<file path="src/rtl/axi_alu_core_if.sv">
`default_nettype none
// ============================================================================
// Module      : axi_alu_core_if
// Description : Valid/ready bundle for the ALU core. Carries the 8-bit input
//               byte stream (s_*) and the 16-bit result channel (m_*).
// Ports       : none (signal bundle only)
//   s_data   [7:0]  byte from upstream FIFO
//   s_valid         byte valid
//   s_ready         core accepts a byte
//   m_result [15:0] ALU result
//   m_zero          result is zero
//   m_err           illegal opcode in the frame
//   m_valid         result valid
//   m_ready         downstream accepts the result
// Modports    : slave  - the ALU core view
//               master - the surrounding environment (FIFO + result sink)
// Revision    : 1.0 - initial release
// ============================================================================
interface axi_alu_core_if;
  logic [7:0]  s_data;
  logic        s_valid;
  logic        s_ready;
  logic [15:0] m_result;
  logic        m_zero;
  logic        m_err;
  logic        m_valid;
  logic        m_ready;

  modport slave (
    input  s_data, s_valid, m_ready,
    output s_ready, m_result, m_zero, m_err, m_valid
  );

  modport master (
    output s_data, s_valid, m_ready,
    input  s_ready, m_result, m_zero, m_err, m_valid
  );
endinterface
`default_nettype wire

</file>
<file path="src/rtl/axi_alu_core.sv">
`default_nettype none
// ============================================================================
// Module      : axi_alu_core
// Description : Assembles three-byte frames (opcode, A, B) from a valid/ready
//               byte stream, evaluates them in a registered ALU and presents
//               the 16-bit result on a valid/ready result channel.
// Ports       : clk   - clock, rising edge
//               reset - asynchronous, active-low reset
//               bus   - axi_alu_core_if.slave (s_* byte input, m_* result)
// Options     : ALU_MUL_EN - when defined, opcode 0x07 is a legal 8x8
//               unsigned multiply; otherwise 0x07 is an illegal opcode.
// Revision    : 1.0 - initial release
// ============================================================================
module axi_alu_core (
  input  wire logic         clk,
  input  wire logic         reset,
  axi_alu_core_if.slave     bus
);

  typedef enum logic [2:0] {
    GET_OP = 3'd0,
    GET_A  = 3'd1,
    GET_B  = 3'd2,
    EXEC   = 3'd3,
    OUT    = 3'd4
  } state_t;

  state_t      r_state;
  state_t      w_state_next;

  logic [7:0]  r_op;
  logic [7:0]  r_a;
  logic [7:0]  r_b;
  logic        r_s_ready;
  logic [15:0] r_m_result;
  logic        r_m_zero;
  logic        r_m_err;
  logic        r_m_valid;

  logic        w_accept;
  logic        w_out_hs;
  logic        w_s_ready_next;
  logic [8:0]  w_sum;
  logic [8:0]  w_diff;
  logic [7:0]  w_shl;
  logic [7:0]  w_shr;
  logic [15:0] w_alu_res;
  logic        w_alu_err;

  // Byte acceptance uses the registered ready so no input reaches an output
  // combinationally.
  assign w_accept = bus.s_valid && r_s_ready;
  assign w_out_hs = r_m_valid && bus.m_ready;

  // --------------------------------------------------------------------------
  // Next-state logic
  // --------------------------------------------------------------------------
  always_comb begin
    w_state_next = r_state;
    case (r_state)
      GET_OP:  if (w_accept) w_state_next = GET_A;
      GET_A:   if (w_accept) w_state_next = GET_B;
      GET_B:   if (w_accept) w_state_next = EXEC;
      EXEC:    w_state_next = OUT;
      OUT:     if (w_out_hs) w_state_next = GET_OP;
      default: w_state_next = GET_OP;
    endcase
  end

  // Ready is registered from the next state, so it is already low in the
  // cycle after B is taken and already high in the cycle after the result
  // handshake.
  assign w_s_ready_next = (w_state_next == GET_OP) ||
                          (w_state_next == GET_A)  ||
                          (w_state_next == GET_B);

  always_ff @(posedge clk or negedge reset) begin
    if (!reset) begin
      r_state   <= GET_OP;
      r_s_ready <= 1'b0;
    end else begin
      r_state   <= w_state_next;
      r_s_ready <= w_s_ready_next;
    end
  end

  // --------------------------------------------------------------------------
  // ALU (evaluated from the captured frame during EXEC)
  // --------------------------------------------------------------------------
  assign w_sum  = {1'b0, r_a} + {1'b0, r_b};
  // 9-bit subtract: bit 8 is the borrow when A < B.
  assign w_diff = {1'b0, r_a} - {1'b0, r_b};
  assign w_shl  = r_a << r_b[2:0];
  assign w_shr  = r_a >> r_b[2:0];

  always_comb begin
    w_alu_res = 16'h0000;
    w_alu_err = 1'b0;
    case (r_op)
      8'h00:   w_alu_res = {7'b0, w_sum};
      8'h01:   w_alu_res = {7'b0, w_diff};
      8'h02:   w_alu_res = {8'b0, r_a & r_b};
      8'h03:   w_alu_res = {8'b0, r_a | r_b};
      8'h04:   w_alu_res = {8'b0, r_a ^ r_b};
      8'h05:   w_alu_res = {8'b0, w_shl};
      8'h06:   w_alu_res = {8'b0, w_shr};
`ifdef ALU_MUL_EN
      8'h07:   w_alu_res = {8'b0, r_a} * {8'b0, r_b};
`endif
      default: begin
        w_alu_res = 16'h0000;
        w_alu_err = 1'b1;
      end
    endcase
  end

  // --------------------------------------------------------------------------
  // Frame capture and result registers
  // --------------------------------------------------------------------------
  always_ff @(posedge clk or negedge reset) begin
    if (!reset) begin
      r_op       <= 8'h00;
      r_a        <= 8'h00;
      r_b        <= 8'h00;
      r_m_result <= 16'h0000;
      r_m_zero   <= 1'b0;
      r_m_err    <= 1'b0;
      r_m_valid  <= 1'b0;
    end else begin
      if (w_accept) begin
        case (r_state)
          GET_OP:  r_op <= bus.s_data;
          GET_A:   r_a  <= bus.s_data;
          GET_B:   r_b  <= bus.s_data;
          default: ;
        endcase
      end
      if (r_state == EXEC) begin
        r_m_result <= w_alu_res;
        r_m_zero   <= (w_alu_res == 16'h0000);
        r_m_err    <= w_alu_err;
        r_m_valid  <= 1'b1;
      end else if (r_state == OUT && w_out_hs) begin
        // Result fields keep their last value; only valid drops.
        r_m_valid  <= 1'b0;
      end
    end
  end

  assign bus.s_ready  = r_s_ready;
  assign bus.m_result = r_m_result;
  assign bus.m_zero   = r_m_zero;
  assign bus.m_err    = r_m_err;
  assign bus.m_valid  = r_m_valid;

endmodule
`default_nettype wire

</file>
<file path="src/flat_wrapper.sv">
// flat-port wrapper written by rule: the top's interface ports become plain ports
module axi_alu_core_flat 
  (clk, reset, bus_s_data, bus_s_valid, bus_m_ready, bus_s_ready, bus_m_result, bus_m_zero, bus_m_err, bus_m_valid);
  axi_alu_core_if bus_i ();
  input  wire logic clk;
  input  wire logic reset;
  input wire logic [$bits(bus_i.s_data)-1:0] bus_s_data;
  input wire logic [$bits(bus_i.s_valid)-1:0] bus_s_valid;
  input wire logic [$bits(bus_i.m_ready)-1:0] bus_m_ready;
  output wire logic [$bits(bus_i.s_ready)-1:0] bus_s_ready;
  output wire logic [$bits(bus_i.m_result)-1:0] bus_m_result;
  output wire logic [$bits(bus_i.m_zero)-1:0] bus_m_zero;
  output wire logic [$bits(bus_i.m_err)-1:0] bus_m_err;
  output wire logic [$bits(bus_i.m_valid)-1:0] bus_m_valid;
  assign bus_i.s_data = bus_s_data;
  assign bus_i.s_valid = bus_s_valid;
  assign bus_i.m_ready = bus_m_ready;
  assign bus_s_ready = bus_i.s_ready;
  assign bus_m_result = bus_i.m_result;
  assign bus_m_zero = bus_i.m_zero;
  assign bus_m_err = bus_i.m_err;
  assign bus_m_valid = bus_i.m_valid;
  axi_alu_core u_core (.clk(clk), .reset(reset), .bus(bus_i));
endmodule
</file>
<file path="config.mk">
export PLATFORM = sky130hd
export DESIGN_NAME = axi_alu_core_flat
export DESIGN_NICKNAME = d
export VERILOG_FILES = /design/src/rtl/axi_alu_core_if.sv /design/src/rtl/axi_alu_core.sv /design/src/flat_wrapper.sv
export SDC_FILE = /design/constraint.sdc
export NUM_CORES = 1
export LEC_CHECK = 0
export ABC_CLOCK_PERIOD_IN_PS = 4010
export CORE_MARGIN = 1
export CORE_UTILIZATION = 25
export DETAILED_ROUTE_END_ITERATION = 8
export PLACE_DENSITY = 0.48
export REMOVE_ABC_BUFFERS = 1
export SYNTH_ARGS = -nofsm -noshare
export SYNTH_HDL_FRONTEND = slang
export SYNTH_SLANG_ARGS = --single-unit
</file>
<file path="constraint.sdc">
create_clock -name clk -period 4.01 [get_ports clk]
set_clock_uncertainty 0.2 [all_clocks]
set_input_delay 0.6015 -clock clk [delete_from_list [all_inputs] [get_ports clk]]
set_output_delay 0.6015 -clock clk [all_outputs]
set_load 0.005 [all_outputs]
</file>
== Yosys cells after proc, flatten, opt, wreduce, memory -nomap -nowiden ==
Cells that the tools add are included.

* Output and inout bits: 20
* Logic and storage cells: 51
* Register bits after elaboration: 47

* Muxes and demuxes: 9
* Add/sub/neg operators: 2
* Bitwise gates (word level): 3
* Equality and inequality tests: 12
* Reduce and logical (&&, ||, !) cells: 14
* Shifts and indexed selects: 2

{| class="wikitable"
|+ Operator list
! kind !! number
|-
| 9-bit one-hot mux with 7 select lines || 1
|-
| 8-bit by 3-bit == test with 1-bit output (second input constant) || 3
|-
| 8-bit by 2-bit == test with 1-bit output (second input constant) || 2
|-
| 16-bit logical NOT || 1
|-
| 3-bit one-hot mux with 5 select lines || 1
|-
| 3-bit 2-to-1 mux || 4
|-
| 8-bit by 8-bit adder with 9-bit output || 1
|-
| 3-bit by 2-bit == test with 1-bit output (second input constant) || 3
|-
| 8-bit by 8-bit subtractor with 9-bit output || 1
|-
| 8-bit AND || 1
|-
| 8-bit by 1-bit == test with 1-bit output (second input constant) || 1
|-
| 8-bit logical NOT || 1
|-
| 8-bit OR || 1
|-
| 8-bit by 3-bit left shift with 8-bit output || 1
|-
| 8-bit by 3-bit >> shifter with 8-bit output || 1
|-
| 8-bit bitwise XOR || 1
|-
| 7-bit OR reduction || 1
|-
| 3-bit by 1-bit == test with 1-bit output (second input constant) || 2
|-
| 3-bit logical NOT || 2
|-
| 2-bit AND reduction || 3
|-
| 3-bit == test (second input constant) || 1
|-
| 1-bit logical AND || 3
|-
| 1-bit 2-to-1 mux || 3
|-
| 1-bit logical OR || 2
|-
| 2-bit nonzero test || 1
|}

== Logic depth before layout (Yosys ltp) ==
* Depth after elaboration: 6
* Gate-level depth with buffers: 15

== Worst setup path before layout ==
No wires, ideal clock.

* Kind: register to register
* From: register u_core.r_op[5]
* To: register u_core.r_m_zero (netlist: u_core.bus.m_zero)
* Clock period less this slack: 3815 ps
* Cell stages (with the launch flop): 14
* Arrival: 3511 ps
* Slack: 195 ps
* Buffers on the path: 1
* Cells stage by stage: dfrtp_1 > or4_4 > buf_6 > nor3_1 > nand2_1 > mux2i_1 > fa_1 > a21o_1 > a211oi_1 > nor3_2 > or3_1 > nor3b_1 > nand4_1 > o41ai_2

* Word-level cells in the longest chain between the ends: 3

{| class="wikitable"
|+ Ends and longest elaborated chain
! what !! line !! source
|-
| from (decl) || axi_alu_core.sv:31 || <nowiki>logic [7:0] r_op;</nowiki>
|-
| from (signal assigned) || axi_alu_core.sv:132 || <nowiki>GET_OP: r_op <= bus.s_data;</nowiki>
|-
| 8-bit by 3-bit == test with 1-bit output, or another cell as far along || axi_alu_core.sv:99 || <nowiki>case (r_op)</nowiki>
|-
| 9-bit one-hot mux with 7 select lines (*) || axi_alu_core.sv:99 ||
|-
| 16-bit logical NOT (*) || axi_alu_core.sv:140 || <nowiki>r_m_zero <= (w_alu_res == 16'h0000);</nowiki>
|-
| to (signal assigned) || axi_alu_core.sv:140 ||
|-
| to (decl) || axi_alu_core.sv:36 || <nowiki>logic r_m_zero;</nowiki>
|}

Mark *: on every way between the ends. The rest lies on a longest branch, timed or not.
A chain may end at the register's enable or synchronous reset.

== Worst setup path after layout ==
Same ends and word-level chain as after synthesis.

==> impl_metrics.ini <==
[placed_design]
dp.cells = 552
place_ws_ps = 159.4
portBuffers = 24
dpl.hpwl_um = 7180
gp_congestion = 0.9078
postPlaceCellArea_mm2 = 0.003647

[clocking]
cts_made_buffers = 5
cts-root-buf = clkbuf_16
cts.sinks = 40
clk_latency_ps = 290
cts.path.max_buffers = 2
cts_tree = done
htreeDepth = 2
clk_pin_slew_worst_paths_ps = 60
ctsHoldBuffers = 0

[timing]
slew_viol_final = 0
min_period_ps = 3783
finalCritPeriodShare_pct = 94.33
relSlewSlack_pct = 35.77
fin_hold_ws_ps = 269.1
tightest_slew_ps = 963.4
setup-violations-final = 0
tns_ps = 0
finalHoldViolations = 0
fin_ws_ps = 227.3
max_freq_mhz = 264.4
rsz0062_at_grt = no

[cells_and_area]
drive_gt1_share_pct = 14.69
final_area_mm2 = 0.003835
antenna_cells = 0
seq_area_mm2 = 0.001001
final_cells = 560
multi_input_area_mm2 = 0.002039
final_common_cell = nand2_1
fin_nets = 426
final_cell_mix = nand2_1, dfrtp_1, o21ai_0, ha_1, nor2_1
area_growth_syn_to_layout_pct = 18.71
n_fill_cell = 1376

[power_and_ir_drop]
p_leak_nw = 1.650
max-vdd-ir-drop_uv = 262.2
power_density_mw_per_mm2 = 881.3

[global_routing]
grt_max_degree = 41
grt_overflow = 0
use_met2_pct = 22.91
antenna_found_initial = 0
grt_pass1_vias = 2611
grtUsageMet1_pct = 21.82
use_met3_pct = 3.347
busiest_layer = met2
track_usage_pct = 15.15
grt_pass1_wl_um = 15070

[worst_hold_path]
hold_class = in -> async

[worst_setup_path]
cp_data_arrival_time_ps = 3770
critPathMaxFanout = 8
cp-start-kind = register
worstReg2RegStart = u_core.r_op[5]
end_kind = register
r2r_cells = 12
crit_required_ps = 4000
regToRegSetupSlack_ps = 230
crit_type = reg -> reg
rr_endpoint = u_core.bus.m_zero

[yosys]
ys_ff_latch = 40
synthFlopType = dfrtp_1
synth_edf_count = 0
synthArstFlopShare_pct = 100.0
synth_area_mm2 = 0.003231
syn_area_per_cell_um2 = 8.875
yosysWarnings = 0
synth_cell_types = 48
syn_inst = 364
yosysSeqAreaShare_pct = 30.98

[die]
io_pins = 32
die_area_mm2 = 0.01338
start_util_pct = 25.60
core_mm2 = 0.01262
die_y_um = 115.7
num_rows = 41
die_w_um = 115.7

[run_status]
outcome = complete, no violations

[detailed_routing]
via_per_inst = 4.991
drc_errors = 0
wl_per_cell_um = 17.10
drt-pass1-iter-count = 5
route.vias.total = 2795
final_antenna_net_count = 0
wl_um = 9578
drt_iter0_markers = 183

[job]
drv_cap = 0
## synthesized netlist by cell type (2+ instances only)
cell       n  share of area (%)
dfrtp_1   40                 31
inv_1     21                2.4
buf_2      5               0.77
buf_4      8                1.9
a32oi_1    2               0.54
mux2_2    16                5.6
a22oi_1    4               0.93
nand2_1   48                5.6
mux4_2     8                5.6
nor2_1    25                2.9
xnor2_1    9                2.4
a21o_1     3               0.70
a211oi_1   3               0.70
xor2_1     2               0.54
buf_6      2               0.70
or3_1      4               0.77
and3_1     5               0.97
nor4_1     4               0.77
nand2b_1   6                1.2
nand3_1   11                1.7
nor3_1     6               0.93
a22o_1     5                1.4
ha_1      26                 10
o21ai_0   26                4.0
o22ai_1    2               0.39
o31ai_1    2               0.46
o211ai_1   6                1.4
or2_2      6                1.2
nand4_1    3               0.58
a21oi_1   14                2.2
nor2b_1    8                1.5
mux2i_1    4                1.2
a31o_2     2               0.54
a221o_1    3               0.93
nor3b_1    3               0.70
clkbuf_1  10                1.2
## routing by layer
layer  vias to the layer above  wire length [µm]
met5                         -                 0
met4                         0               141
met3                        12               579
met2                        99              4317
met1                      1356              4539
li1                       1328                 -
## cells by family after synthesis
| kind of cell | count (synthesis) | synth area share (%) |
|---|---|---|
| AO/OA/AOI/OAI | 77 | 15.76 |
| adder cells (fa/ha/maj) | 27 | 10.69 |
| AND/OR/NAND/NOR | 134 | 20.14 |
| flip-flops | 40 | 30.98 |
| buffers and inverters | 46 | 6.933 |
| other | 1 | 0.1161 |
| XOR/XNOR | 11 | 2.982 |
| multiplexers | 28 | 12.39 |
## worst max-delay path, cell delays in order (launching register included)
cell      delay, ps
dfrtp_1         390
or4_4           590
nor3_2          220
nand2_1         160
mux2i_1         220
fa_1            470
a21o_1          180
a211oi_1        270
nor3_2           60
or3_1           380
nor3b_1         200
nand4_1         130
o41ai_2         200
## sequential cells by signal, summed over array words and instances (netlist names)
signal,count
u_core.bus.m_result,9
u_core.r_a,8
u_core.r_b,8
u_core.r_op,8
u_core.r_state,3
u_core.bus.m_err,1
u_core.bus.m_valid,1
u_core.bus.m_zero,1
u_core.bus.s_ready,1
## worst max-delay path by stage
stage                               from                 to  slack [ps]  cells after the start
final                     u_core.r_op[5]  u_core.bus.m_zero         230                     12
after global routing      u_core.r_op[5]  u_core.bus.m_zero          70                     12
after CTS                 u_core.r_op[5]  u_core.bus.m_zero         140                     12
after detailed placement  u_core.r_op[5]  u_core.bus.m_zero         160                     12
after global placement    u_core.r_op[5]  u_core.bus.m_zero         220                     12
after floorplan           u_core.r_op[5]  u_core.bus.m_zero         230                     12
## layout make-up
cell class | instances | area share, %
clock buffers | 7 | 3.980
clock inverters | 1 | 0.7830
inverters | 21 | 2.055
multi-input cells | 284 | 53.18
flip-flops and latches | 40 | 26.10
well taps | 172 | 5.612
repair buffers | 35 | 8.287
## timing repair
item | in CTS | in global routing
setup endpoints to repair | 0 | 1
resized for setup | 0 | 1
setup buffers | 0 | 0
hold endpoints to repair | 0 | 0
## through the flow
step / utilization (%) / total power [W]
final: 30.39 / 0.003380
after global routing: 30.39 / 0.003657
after floorplan: - / 0.002213
after global placement: 28.90 / 0.002854
after CTS: 30.35 / 0.003371
after detailed placement: 28.90 / 0.002860
## report_power, final
part | internal, W | switching, W
clock network | 0.000328 | 0.000162
logic | 0.000951 | 0.00109
registers | 0.000567 | 0.000279
total | 0.00185 | 0.00153
(Power assumes the default switching activity.)
==> RTL change, RTL diff (config.mk and constraints unchanged) <==
The 5 states of `state_t` get a one-hot encoding in 5 bits.
--- a/src/rtl/axi_alu_core.sv
+++ b/src/rtl/axi_alu_core.sv
@@ -17,12 +17,12 @@
   axi_alu_core_if.slave     bus
 );
 
-  typedef enum logic [2:0] {
-    GET_OP = 3'd0,
-    GET_A  = 3'd1,
-    GET_B  = 3'd2,
-    EXEC   = 3'd3,
-    OUT    = 3'd4
+  typedef enum logic [4:0] {
+    GET_OP = 5'b00001,
+    GET_A  = 5'b00010,
+    GET_B  = 5'b00100,
+    EXEC   = 5'b01000,
+    OUT    = 5'b10000
   } state_t;
 
   state_t      r_state;
Function: same outputs for any inputs over 10 cycles, from zero or initial values and one cycle with reset low; not proved beyond that.
==> RTL change against the unedited design <==
Sequential cell count grew 2; utilization grew 0.070 points; design area rose by 4.8%; wire length down 4.7%; cell count rose by 0.36%; clock power down 7.6%; setup slack worse by 0.084 ns; via count is 0.86% higher; maximum frequency is 2.2% lower; synthesized area is 4.5% higher; total power shrank 19%; sequential share of layout area up 0.090 points; sequential power shrank 5.3%; hold slack lost 0.0091 ns; critical path type unchanged; highest routed layer unchanged.
==> RTL change: results (changes against the unedited design) <==
The via count of the routed design is 2819 (+0.86%), and the worst-margin pin slew is 0.953 ns (-0.0104 ns). The share of final-layout standard cells stronger than drive strength 1 is 0.187 (+0.0396), and the detailed-routing iteration count for the pre-antenna-repair pass is 5 (unchanged). The post-synthesis cell type count is 66 (+38%). The global-route wire length before repair came out at 15100 µm (+0.41%).

Ranked by total cell area, the synthesized netlist is headed by sky130_fd_sc_hd__dfrtp_1 30%, sky130_fd_sc_hd__ha_1 9.6%, sky130_fd_sc_hd__mux2_2 7.3%, sky130_fd_sc_hd__nand2_1 4.4%, sky130_fd_sc_hd__mux2i_1 3.9%. The fraction of the yosys area taken by sequential cells was 0.312 (+0.00188). The clock latency at the later pin of the worst-skew pair is 0.29 ns (about the same), and the total wire length after detailed routing is 9130 µm (-4.7%).

Buffer type at the clock tree root: sky130_fd_sc_hd__clkbuf_16. In the synthesized netlist, the cells that appear most often are 41 x sky130_fd_sc_hd__dfrtp_1, 40 x sky130_fd_sc_hd__nand2_1, 26 x sky130_fd_sc_hd__ha_1, 22 x sky130_fd_sc_hd__mux2_2, 20 x sky130_fd_sc_hd__inv_1. The complex-gate fraction of the synthesized area works out to 0.163 (+0.00545).

The total routing resource utilization after global routing is 0.138 (-0.0134), and the instance count of the mapped netlist is 363 (-0.27%). The run finished with clean final reports. The largest driver fanout on the critical path is 4 (-4), and the signal arrival time at the worst endpoint is 3.86 ns (+0.09 ns).

The adder-cell share of the synthesized area was 0.102 (-0.00460); the global placement routability congestion was 0.915 (+0.79%). Total number of nets in the final design: 424 (-0.47%). The area after detailed placement was 3770 µm² (+3.5%); the xor and xnor fraction of the mapped netlist area was 0.0311 (+0.00131). The maximum vdd drop came out at 0.228 mV (-13%). The total clock buffers created by CTS was 5 (unchanged); the detailed router's first-iteration violation count was 225 (+23%). Cell depth of the worst flop-to-flop path: 13 (+1). The pin count of the biggest net entering global routing came out at 43 (+4.9%).

Worst reg2reg path endpoint: u_core.bus.m_zero. The worst setup slack for register-to-register paths came out at 0.14 ns (-0.08 ns). The mux share of post-synthesis cell area was 0.132 (+0.00801); the number of cells after detailed placement was 550 (-0.36%). The post-synthesis async set-or-reset flop share was 1.00 (unchanged); the number of global-route vias before repair was 2814 (+7.8%). The post-detailed-route via-to-cell ratio is 5.02 (+0.50%).

The switching power of the nets came out at 1.18 mW (-23%). The worst reg2reg path startpoint is u_core.r_op[7]. For the final HPWL from detailed placement, the log shows 6970 µm (-2.9%). For the leakage power of the design, the log shows 1.66 nW (+0.35%).
RTL change: final cells by class:
type,instances,area (µm²)
Tap cell,176,220
Clock buffer,7,133
Timing Repair Buffer,39,348
Sequential cell,42,1050
Fill cell,1365,9170
Inverter,20,75.1
Multi-Input combinational cell,277,2160
Clock inverter,1,30.0
RTL change: critical path: stages, from the launching register on:
cell and delay [ns]:
sky130_fd_sc_hd__dfrtp_1 0.37, sky130_fd_sc_hd__or4_4 0.57, sky130_fd_sc_hd__nor4_4 0.41, sky130_fd_sc_hd__nand2_2 0.17
sky130_fd_sc_hd__buf_4 0.20, sky130_fd_sc_hd__o21ai_0 0.09, sky130_fd_sc_hd__xnor2_1 0.15, sky130_fd_sc_hd__ha_1 0.28
sky130_fd_sc_hd__or2_2 0.32, sky130_fd_sc_hd__a31o_2 0.24, sky130_fd_sc_hd__a21oi_1 0.18, sky130_fd_sc_hd__xnor2_1 0.09
sky130_fd_sc_hd__and2_1 0.19, sky130_fd_sc_hd__o41ai_2 0.32
RTL change: power by group through the flow:
stage          logic [mW]  registers, mW  clock network (mW)
2_1_floorplan        1.01          0.766                   0
3_3_place_gp         1.42          0.807                   0
3_5_place_dp         1.42          0.808                   0
4_1_cts              1.43          0.802               0.468
5_1_grt              1.67          0.827               0.482
6_report             1.50          0.801               0.452
RTL change: worst min path at each step:
stage | start | slack, ns | endpoint
after floorplan | reset | 0.11 | u_core.bus.m_err
after global placement | u_core.bus.m_result[2] | 0.26 | u_core.bus.m_result[2]
after detailed placement | u_core.bus.m_result[2] | 0.26 | u_core.bus.m_result[2]
after CTS | u_core.bus.m_result[2] | 0.28 | u_core.bus.m_result[2]
after global routing | u_core.bus.m_result[2] | 0.29 | u_core.bus.m_result[2]
final | reset | 0.26 | u_core.r_a[4]
RTL change: cell families (layout without fill, tap and decap cells):
family	after synthesis	after routing
fa+ha+maj	27	27
simple gates	113	113
other cells	1	7
mux	38	38
xor+xnor	12	12
flops	42	42
buf+inv	50	67
compound gates	80	80
RTL change: repair_timing:
action / 4_1_cts / 5_1_grt
setup buffers: 0 / 4
hold buffers: 0 / 0
resized for setup: 0 / 10
setup endpoints to repair: 0 / 2
RTL change: metrics by stage:
| step | TNS (ns) | worst slack, ns |
|---|---|---|
| after floorplan | 0 | 0.323 |
| after global placement | 0 | 0.242 |
| after detailed placement | 0 | 0.0866 |
| after CTS | 0 | 0.0666 |
| after global routing | -0.0199 | -0.0199 |
| final | 0 | 0.143 |
RTL change: metal layers:
metal	up-vias	GRT usage	wire, µm
li1	1345	-	-
met1	1370	0.191	4330
met2	88	0.209	4190
met3	16	0.0217	378
met4	0	0.0649	232
met5	-	0	0
